[config.mk]
export PLATFORM = sky130hd
export DESIGN_NAME = mem_arbiter
export DESIGN_NICKNAME = d
export VERILOG_FILES = /design/src/rtl/mem_arbiter.sv
export SDC_FILE = /design/constraint.sdc
export NUM_CORES = 1
export LEC_CHECK = 0
export ABC_AREA = 1
export BUFFER_PORTS_ARGS = -buffer_cell sky130_fd_sc_hd__buf_2
export CELL_PAD_IN_SITES_DETAIL_PLACEMENT = 1
export CELL_PAD_IN_SITES_GLOBAL_PLACEMENT = 1
export CORE_ASPECT_RATIO = 1.1
export CORE_MARGIN = 2
export CORE_UTILIZATION = 25
export CTS_BUF_LIST = sky130_fd_sc_hd__clkbuf_4 sky130_fd_sc_hd__clkbuf_8 sky130_fd_sc_hd__clkbuf_16
export CTS_CLUSTER_DIAMETER = 40
export DETAILED_ROUTE_END_ITERATION = 6
export GPL_TIMING_DRIVEN = 0
export PLACE_DENSITY_LB_ADDON = 0.08
export SYNTH_ARGS = -nofsm -noshare
export SYNTH_HDL_FRONTEND = slang
export SYNTH_SLANG_ARGS = --single-unit
[constraint.sdc]
create_clock -name clk -period 2.01 [get_ports clk]
set_input_delay 0.402 -clock clk [delete_from_list [all_inputs] [get_ports clk]]
set_output_delay 0.402 -clock clk [all_outputs]
set_load 0.01 [all_outputs]
[src/rtl/mem_arbiter.sv]
// Two-port memory arbiter: a CPU and a DMA requester share one memory port.
// CPU wins ties unless the DMA has waited through STARVE_LIM CPU grants.
// Every access takes a fixed 2+MEM_LAT edges from request sample to ack.
//
// state   | meaning
// --------+-----------------------------------------------------------
// S_IDLE  | no access; samples requests, grants a winner on the edge
// S_ACCESS| single cycle with m_en high, latched access on m_*
// S_WAIT  | memory latency, MEM_LAT cycles, down-counter
// S_RESP  | read data captured; owner's ack is issued next cycle
module mem_arbiter #(
  parameter int DATA_W     = 32,
  parameter int ADDR_W     = 32,
  parameter int MEM_LAT    = 1,
  parameter int STARVE_LIM = 4
) (
  input  logic              clk,
  input  logic              reset,
  input  logic              c_req,
  input  logic              c_we,
  input  logic [ADDR_W-1:0] c_addr,
  input  logic [DATA_W-1:0] c_wdata,
  output logic [DATA_W-1:0] c_rdata,
  output logic              c_ack,
  input  logic              d_req,
  input  logic              d_we,
  input  logic [ADDR_W-1:0] d_addr,
  input  logic [DATA_W-1:0] d_wdata,
  output logic [DATA_W-1:0] d_rdata,
  output logic              d_ack,
  output logic              m_en,
  output logic              m_we,
  output logic [ADDR_W-1:0] m_addr,
  output logic [DATA_W-1:0] m_wdata,
  input  logic [DATA_W-1:0] m_rdata,
  output logic              busy,
  output logic [1:0]        owner
);

  localparam logic [1:0] OWN_NONE = 2'b00;
  localparam logic [1:0] OWN_CPU  = 2'b01;
  localparam logic [1:0] OWN_DMA  = 2'b10;
  localparam logic [3:0] LP_STARVE   = 4'(STARVE_LIM);
  localparam logic [2:0] LP_WAIT_LD  = 3'(MEM_LAT - 1);

  typedef enum logic [1:0] {
    S_IDLE   = 2'd0,
    S_ACCESS = 2'd1,
    S_WAIT   = 2'd2,
    S_RESP   = 2'd3
  } state_t;

  state_t r_state;
  state_t w_next;
  logic   w_grant_c;
  logic   w_grant_d;

  logic [2:0]        r_wait_cnt;
  logic [3:0]        r_starve;
  logic              r_we_lat;
  logic              r_m_en;
  logic              r_m_we;
  logic [ADDR_W-1:0] r_m_addr;
  logic [DATA_W-1:0] r_m_wdata;
  logic [DATA_W-1:0] r_c_rdata;
  logic [DATA_W-1:0] r_d_rdata;
  logic              r_c_ack;
  logic              r_d_ack;
  logic              r_busy;
  logic [1:0]        r_owner;

  // State register.
  always_ff @(posedge clk or negedge reset) begin
    if (!reset) r_state <= S_IDLE;
    else        r_state <= w_next;
  end

  // Next-state and grant decode; DMA is forced only when both request and
  // the CPU has already taken STARVE_LIM grants past a waiting DMA.
  always_comb begin
    w_next    = r_state;
    w_grant_c = 1'b0;
    w_grant_d = 1'b0;
    case (r_state)
      S_IDLE: begin
        if (c_req && !(d_req && (r_starve == LP_STARVE))) begin
          w_grant_c = 1'b1;
          w_next    = S_ACCESS;
        end else if (d_req) begin
          w_grant_d = 1'b1;
          w_next    = S_ACCESS;
        end
      end
      S_ACCESS: w_next = S_WAIT;
      S_WAIT:   if (r_wait_cnt == 3'd0) w_next = S_RESP;
      S_RESP:   w_next = S_IDLE;
      default:  w_next = S_IDLE;
    endcase
  end

  // Registered outputs, access latch, latency counter and starvation count.
  // The ack is launched on the edge leaving RESP, which places it exactly
  // 2+MEM_LAT edges after the grant edge.
  always_ff @(posedge clk or negedge reset) begin
    if (!reset) begin
      r_wait_cnt <= 3'd0;
      r_starve   <= 4'd0;
      r_we_lat   <= 1'b0;
      r_m_en     <= 1'b0;
      r_m_we     <= 1'b0;
      r_m_addr   <= '0;
      r_m_wdata  <= '0;
      r_c_rdata  <= '0;
      r_d_rdata  <= '0;
      r_c_ack    <= 1'b0;
      r_d_ack    <= 1'b0;
      r_busy     <= 1'b0;
      r_owner    <= OWN_NONE;
    end else begin
      r_m_en  <= 1'b0;
      r_m_we  <= 1'b0;
      r_c_ack <= (r_state == S_RESP) && (r_owner == OWN_CPU);
      r_d_ack <= (r_state == S_RESP) && (r_owner == OWN_DMA);
      r_busy  <= (w_next != S_IDLE);

      if (w_grant_c) begin
        r_m_en    <= 1'b1;
        r_m_we    <= c_we;
        r_we_lat  <= c_we;
        r_m_addr  <= c_addr;
        r_m_wdata <= c_wdata;
        r_owner   <= OWN_CPU;
        if (d_req && (r_starve != LP_STARVE)) r_starve <= r_starve + 4'd1;
      end else if (w_grant_d) begin
        r_m_en    <= 1'b1;
        r_m_we    <= d_we;
        r_we_lat  <= d_we;
        r_m_addr  <= d_addr;
        r_m_wdata <= d_wdata;
        r_owner   <= OWN_DMA;
        r_starve  <= 4'd0;
      end else if (w_next == S_IDLE) begin
        r_owner <= OWN_NONE;
      end

      if (r_state == S_ACCESS) r_wait_cnt <= LP_WAIT_LD;

      if (r_state == S_WAIT) begin
        if (r_wait_cnt != 3'd0) begin
          r_wait_cnt <= r_wait_cnt - 3'd1;
        end else if (!r_we_lat) begin
          if (r_owner == OWN_CPU) r_c_rdata <= m_rdata;
          if (r_owner == OWN_DMA) r_d_rdata <= m_rdata;
        end
      end
    end
  end

  assign m_en    = r_m_en;
  assign m_we    = r_m_we;
  assign m_addr  = r_m_addr;
  assign m_wdata = r_m_wdata;
  assign c_rdata = r_c_rdata;
  assign d_rdata = r_d_rdata;
  assign c_ack   = r_c_ack;
  assign d_ack   = r_d_ack;
  assign busy    = r_busy;
  assign owner   = r_owner;

endmodule

== Yosys cells after proc, flatten, opt, wreduce, memory -nomap -nowiden ==
Index checks and enable logic that the tools add are counted.
W data, S select, Z words.

* Bits in registers: 145
* Latch bits: 0
* Bits in writable memories: 0
* ROM bits: 0
* Input bits: 166
* Word-level logic and storage cells: 70
* Memories kept: 0

* Add/sub/neg operators: 2
* $mul: 0
* Div/mod/pow operators: 0
* Order comparisons: 0
* Equality and inequality tests: 8
* Shifts and indexed selects: 0
* Mux-type cells: 28
* Bitwise gates (word level): 2
* Reduce and logical (&&, ||, !) cells: 16

{| class="wikitable"
|+ Operators with widths
! operator !! count
|-
| $mux W32 || 4
|-
| $mux W2 || 6
|-
| $mux W4 || 3
|-
| $mux W1 || 11
|-
| $mux W3 || 3
|-
| $pmux W2 S4 || 1
|-
| $reduce_and A4 Y1 || 2
|-
| $eq A2 B2 Y1 const B || 3
|-
| $reduce_bool A3 Y1 || 2
|-
| $logic_and A1 B1 Y1 || 5
|-
| $add A4 B1 Y4 const B || 1
|-
| $eq A2 B1 Y1 const B || 2
|-
| $eq A4 B3 Y1 const B || 1
|-
| $logic_not A2 Y1 || 2
|-
| $ne A4 B3 Y1 const B || 1
|-
| $reduce_bool A2 Y1 || 2
|-
| $logic_not A3 Y1 || 1
|-
| $sub A3 B1 Y3 const B || 1
|-
| $ne A2 B1 Y1 const B || 1
|-
| $not A1 Y1 || 2
|-
| $reduce_and A2 Y1 || 1
|-
| $logic_not A1 Y1 || 1
|}

== Longest topological paths before layout ==
* Word-level depth: 10
* Depth in mapped cells: 10
* Mapped depth without buffers: 9

== Least setup slack after synthesis ==
No wires, ideal clock.

* Path kind: reg2reg
* From: register r_state[0]
* To: register r_m_addr[27], in the netlist m_addr[27]
* Data arrival time: 1.455 ns
* Setup slack: 0.441 ns
* Stages on the path, launching flop included: 9
* Path through: dfrtp_1 > inv_1 > ha_1 > buf_4 > buf_2 > buf_1 > nand4_1 > nand2_1 > nor2_1

* Longest elaborated chain between the ends: 3
* Elaborated cells between the ends (all ways): 5

{| class="wikitable"
|+ RTL lines
! item !! RTL line !! text
|-
| start: declaration || 53 || <nowiki>state_t r_state;</nowiki>
|-
| start signal: assignment || 75 || <nowiki>else r_state <= w_next;</nowiki>
|-
| $logic_not A2 Y1 * || 84 || <nowiki>case (r_state)</nowiki>
|-
| $mux W1 || 84 ||
|-
| $mux W32 or $reduce_bool A2 Y1 (tied branches) || -- ||
|-
| end signal: assignment || 130 || <nowiki>r_m_addr <= c_addr;</nowiki>
|-
| end signal: assignment || 138 || <nowiki>r_m_addr <= d_addr;</nowiki>
|-
| end: declaration || 63 || <nowiki>logic [ADDR_W-1:0] r_m_addr;</nowiki>
|}

Mark *: on every way between the ends. The rest lies on a longest branch, timed or not.
A chain may end at the register's enable or synchronous reset.

== Worst setup path in the final report ==
* From: register r_state[0]
* To: register r_m_addr[17], in the netlist m_addr[17]

Same word-level chain as after synthesis.

==> flow_summary_export.csv <==
group,metric,value,unit
sta,rsz0062_at_grt,"true",
floorplan,die_area,31300,µm²
synth,seq_area_frac_synth,0.486,
synth,ys_top_cells_by_count,"inv_1, nand2_1, dfrtp_1",
sta,fin_ws,0.200,ns
cts,cts_root_buf,"clkbuf_16",
floorplan,core_area,29500,µm²
sta,slew_viol_final,0,
pwr,p_per_area,1420,nW/µm²
layout,drive_gt1_frac,0.303,
routing,antenna_left,0,
sta,worstMarginPinSlew,0.544,ns
synth,yosys_warnings,0,
critical_path,path_class,"reg -> reg",
synth,synth-edff-count,0,
synth,yosysUniqueCellTypes,30,
sta,timing.fmax,0.552,GHz
sta,relSlewSlack,0.637,
sta,hold_viol,0,
routing,dr_total_vias,7021,
layout,final_cell_area,10100,µm²
routing,avgViaCountPerCell,4.21,
routing,dr_wl_met3,1.81,mm
synth,synth_top_area_share,0.486,
routing,wl_per_cell,15.1,µm
synth,synth_top_cells_by_area,"dfrtp_1, inv_1, nand2_1",
sta,finalSetupViolCount,0,
synth,syn-cell-area,7470,µm²
synth,synth_area_leader_cell,"dfrtp_1",
synth,synth.most_common_cell,"inv_1",
critical_path,start_kind,"register",
layout,syn_to_final_growth,35.3,%
routing,dr.pass1.iters,4,
floorplan,num_io_pins,301,
synth,syn-num-nets,1132,
sta,finalCriticalPeriod,1.81,ns
floorplan,die_w,169,µm
placement,gp_congestion,0.754,
sta,timing.final.crit_share,0.901,
cts,tritoncts,"built",
placement,dp_slack,-0.209,ns
global_routing,grt_pass1_vias,7251,
critical_path,path_max_fanout,10,
cts,clock_latency,0.43,ns
global_routing,grt_max_degree,86,
synth,ys_ff_latch,145,
routing,first_iter_violations,261,
cts,numCtsBuffers,17,
run_status,status,"finished, final reports clean",
pwr,static-leakage-power,5.85,nW
floorplan,rows,66,
cts,cts_max_path_buffers,2,
synth,async_flop_share,1.00,
routing,wl_met2,11.5,mm
synth,synthCells,957,
cts,cts_max_level,4,
critical_path,required,2.33,ns
hold_path,hold_path.class,"in -> reg",
routing,wl_met1,11.6,mm
placement,portBuffers,299,
hold_path,holdCritStartpoint,"m_rdata[8]",
routing,drc_errors,0,
global_routing,grt_pass1_wl,39.6,mm
cts,postCtsSetupRepairBufs,0,
run,cap_viol_max_count,0,
pwr,ir_drop,0.421,mV
global_routing,grt_overflow,0,
floorplan,start_util,0.253,
cts,clkSinkCount,145,
placement,placed_cell_area,9470,µm²
routing,finalWirelength,25.2,mm
critical_path,r2r_start,"r_state[0]$_DFF_PN0_",
layout,nets,1452,
placement,dp_hpwl,18.8,mm
floorplan,die_y,185,µm
critical_path,worstSetupStartpoint,"r_state[0]$_DFF_PN0_",
global_routing,grt_use_total,0.163,
sta,finClkSkew,0.0129,ns
global_routing,grt_antenna_before_repair,5,
critical_path,cp.arrival,2.13,ns
routing,top_layer,"met5",
synth,syn_area_per_cell,7.80,µm²
cts,clk_pin_slew,0.07,ns
layout,fill_cells,3751,
critical_path,crit_path_end_kind,"register",
sta,timing.hold.ws,0.233,ns
synth,synth_ff_type,"dfrtp_1",
layout by cell type, fill, tap and decap left out, types with 4 or more instances in the layout:
cell type   count
nand2_1       150
ha_1            8
clkinv_1       24
nand3_1        75
or2_2          14
inv_8           4
clkbuf_1       16
or2_0          21
buf_6          14
buf_1           4
clkinvlp_4      4
o21ai_1        15
clkbuf_16      17
o21ai_0        52
or2_1          29
clkbuf_4        6
buf_2         308
nand4_1        65
dfrtp_1       145
nor2_1         71
inv_1         217
power by group:
| group | internal (mW) | total (mW) | switching, mW |
|---|---|---|---|
| Sequential | 4.32 | 5.01 | 0.694 |
| Clock | 1.78 | 3.22 | 1.44 |
| Combinational | 2.52 | 6.14 | 3.62 |
| Total | 8.62 | 14.4 | 5.76 |
cells by family after synthesis:
| logic type | share of synthesized area |
|---|---|
| simple gates | 0.280 |
| xor+xnor | 0.00235 |
| flops | 0.486 |
| buf+inv | 0.167 |
| fa+ha+maj | 0.0151 |
| compound gates | 0.0491 |
state kept, by name (all words and copies together), names as in the netlist:
name,count
busy,1
c_ack,1
c_rdata,32
d_ack,1
d_rdata,32
m_addr,32
m_en,1
m_wdata,32
m_we,1
owner,2
r_starve,4
r_state,2
r_wait_cnt,3
r_we_lat,1
through the flow:
stage                      util  std cells  power [mW]  setup TNS, ns
after floorplan               -        957        8.59              0
after global placement    0.320       1630        11.2        -294.70
after detailed placement  0.321       1631        11.3          -2.24
after CTS                 0.342       1664        14.6              0
after global routing      0.343       1665        15.7         -0.142
final                     0.343       1667        14.4              0
final cells by class:
class,instances,area (µm²),area share
well taps,374,468,0.0463
flip-flops and latches,145,3630,0.359
repair buffers,301,1540,0.153
inverters,243,912,0.0903
clock inverters,14,145,0.0144
plain buffers,56,365,0.0362
clock buffers,18,439,0.0435
diodes,3,7.51,0.000743
multi-input cells,513,2590,0.257
layer usage:
layer / track usage / vias up
met4: 0.0386 / 6
li1: - / 3547
met2: 0.263 / 208
met1: 0.212 / 3236
met5: 0 / -
met3: 0.0538 / 24
final timing paths:
path	endpoint	slack (ns)	cells after the start
worst max-delay path	m_addr[17]$_DFFE_PN0P_	0.20	9
worst min-delay path	d_rdata[8]$_DFFE_PN0P_	0.23	3
worst max register to register	m_addr[17]$_DFFE_PN0P_	0.20	9
worst min register to register	d_rdata[17]$_DFFE_PN0P_	0.48	2
max in group asynchronous	m_addr[11]$_DFFE_PN0P_	0.66	3
min in group asynchronous	d_rdata[7]$_DFFE_PN0P_	0.49	2
timing repair:
action,CTS,global route
cloned,0,0
hold buffers,1,0
endpoints found under the hold margin,60,0
gates resized for setup,7,20
endpoints found under the setup margin,45,78
critical path, stage by stage (launching register included):
cell,delay (ns)
dfrtp_1,0.43
inv_1,0.14
ha_1,0.18
buf_4,0.17
nand2_1,0.10
inv_2,0.18
buf_2,0.28
nand3_1,0.11
nand2_1,0.07
nor2_1,0.04
(Power assumes the default switching activity.)
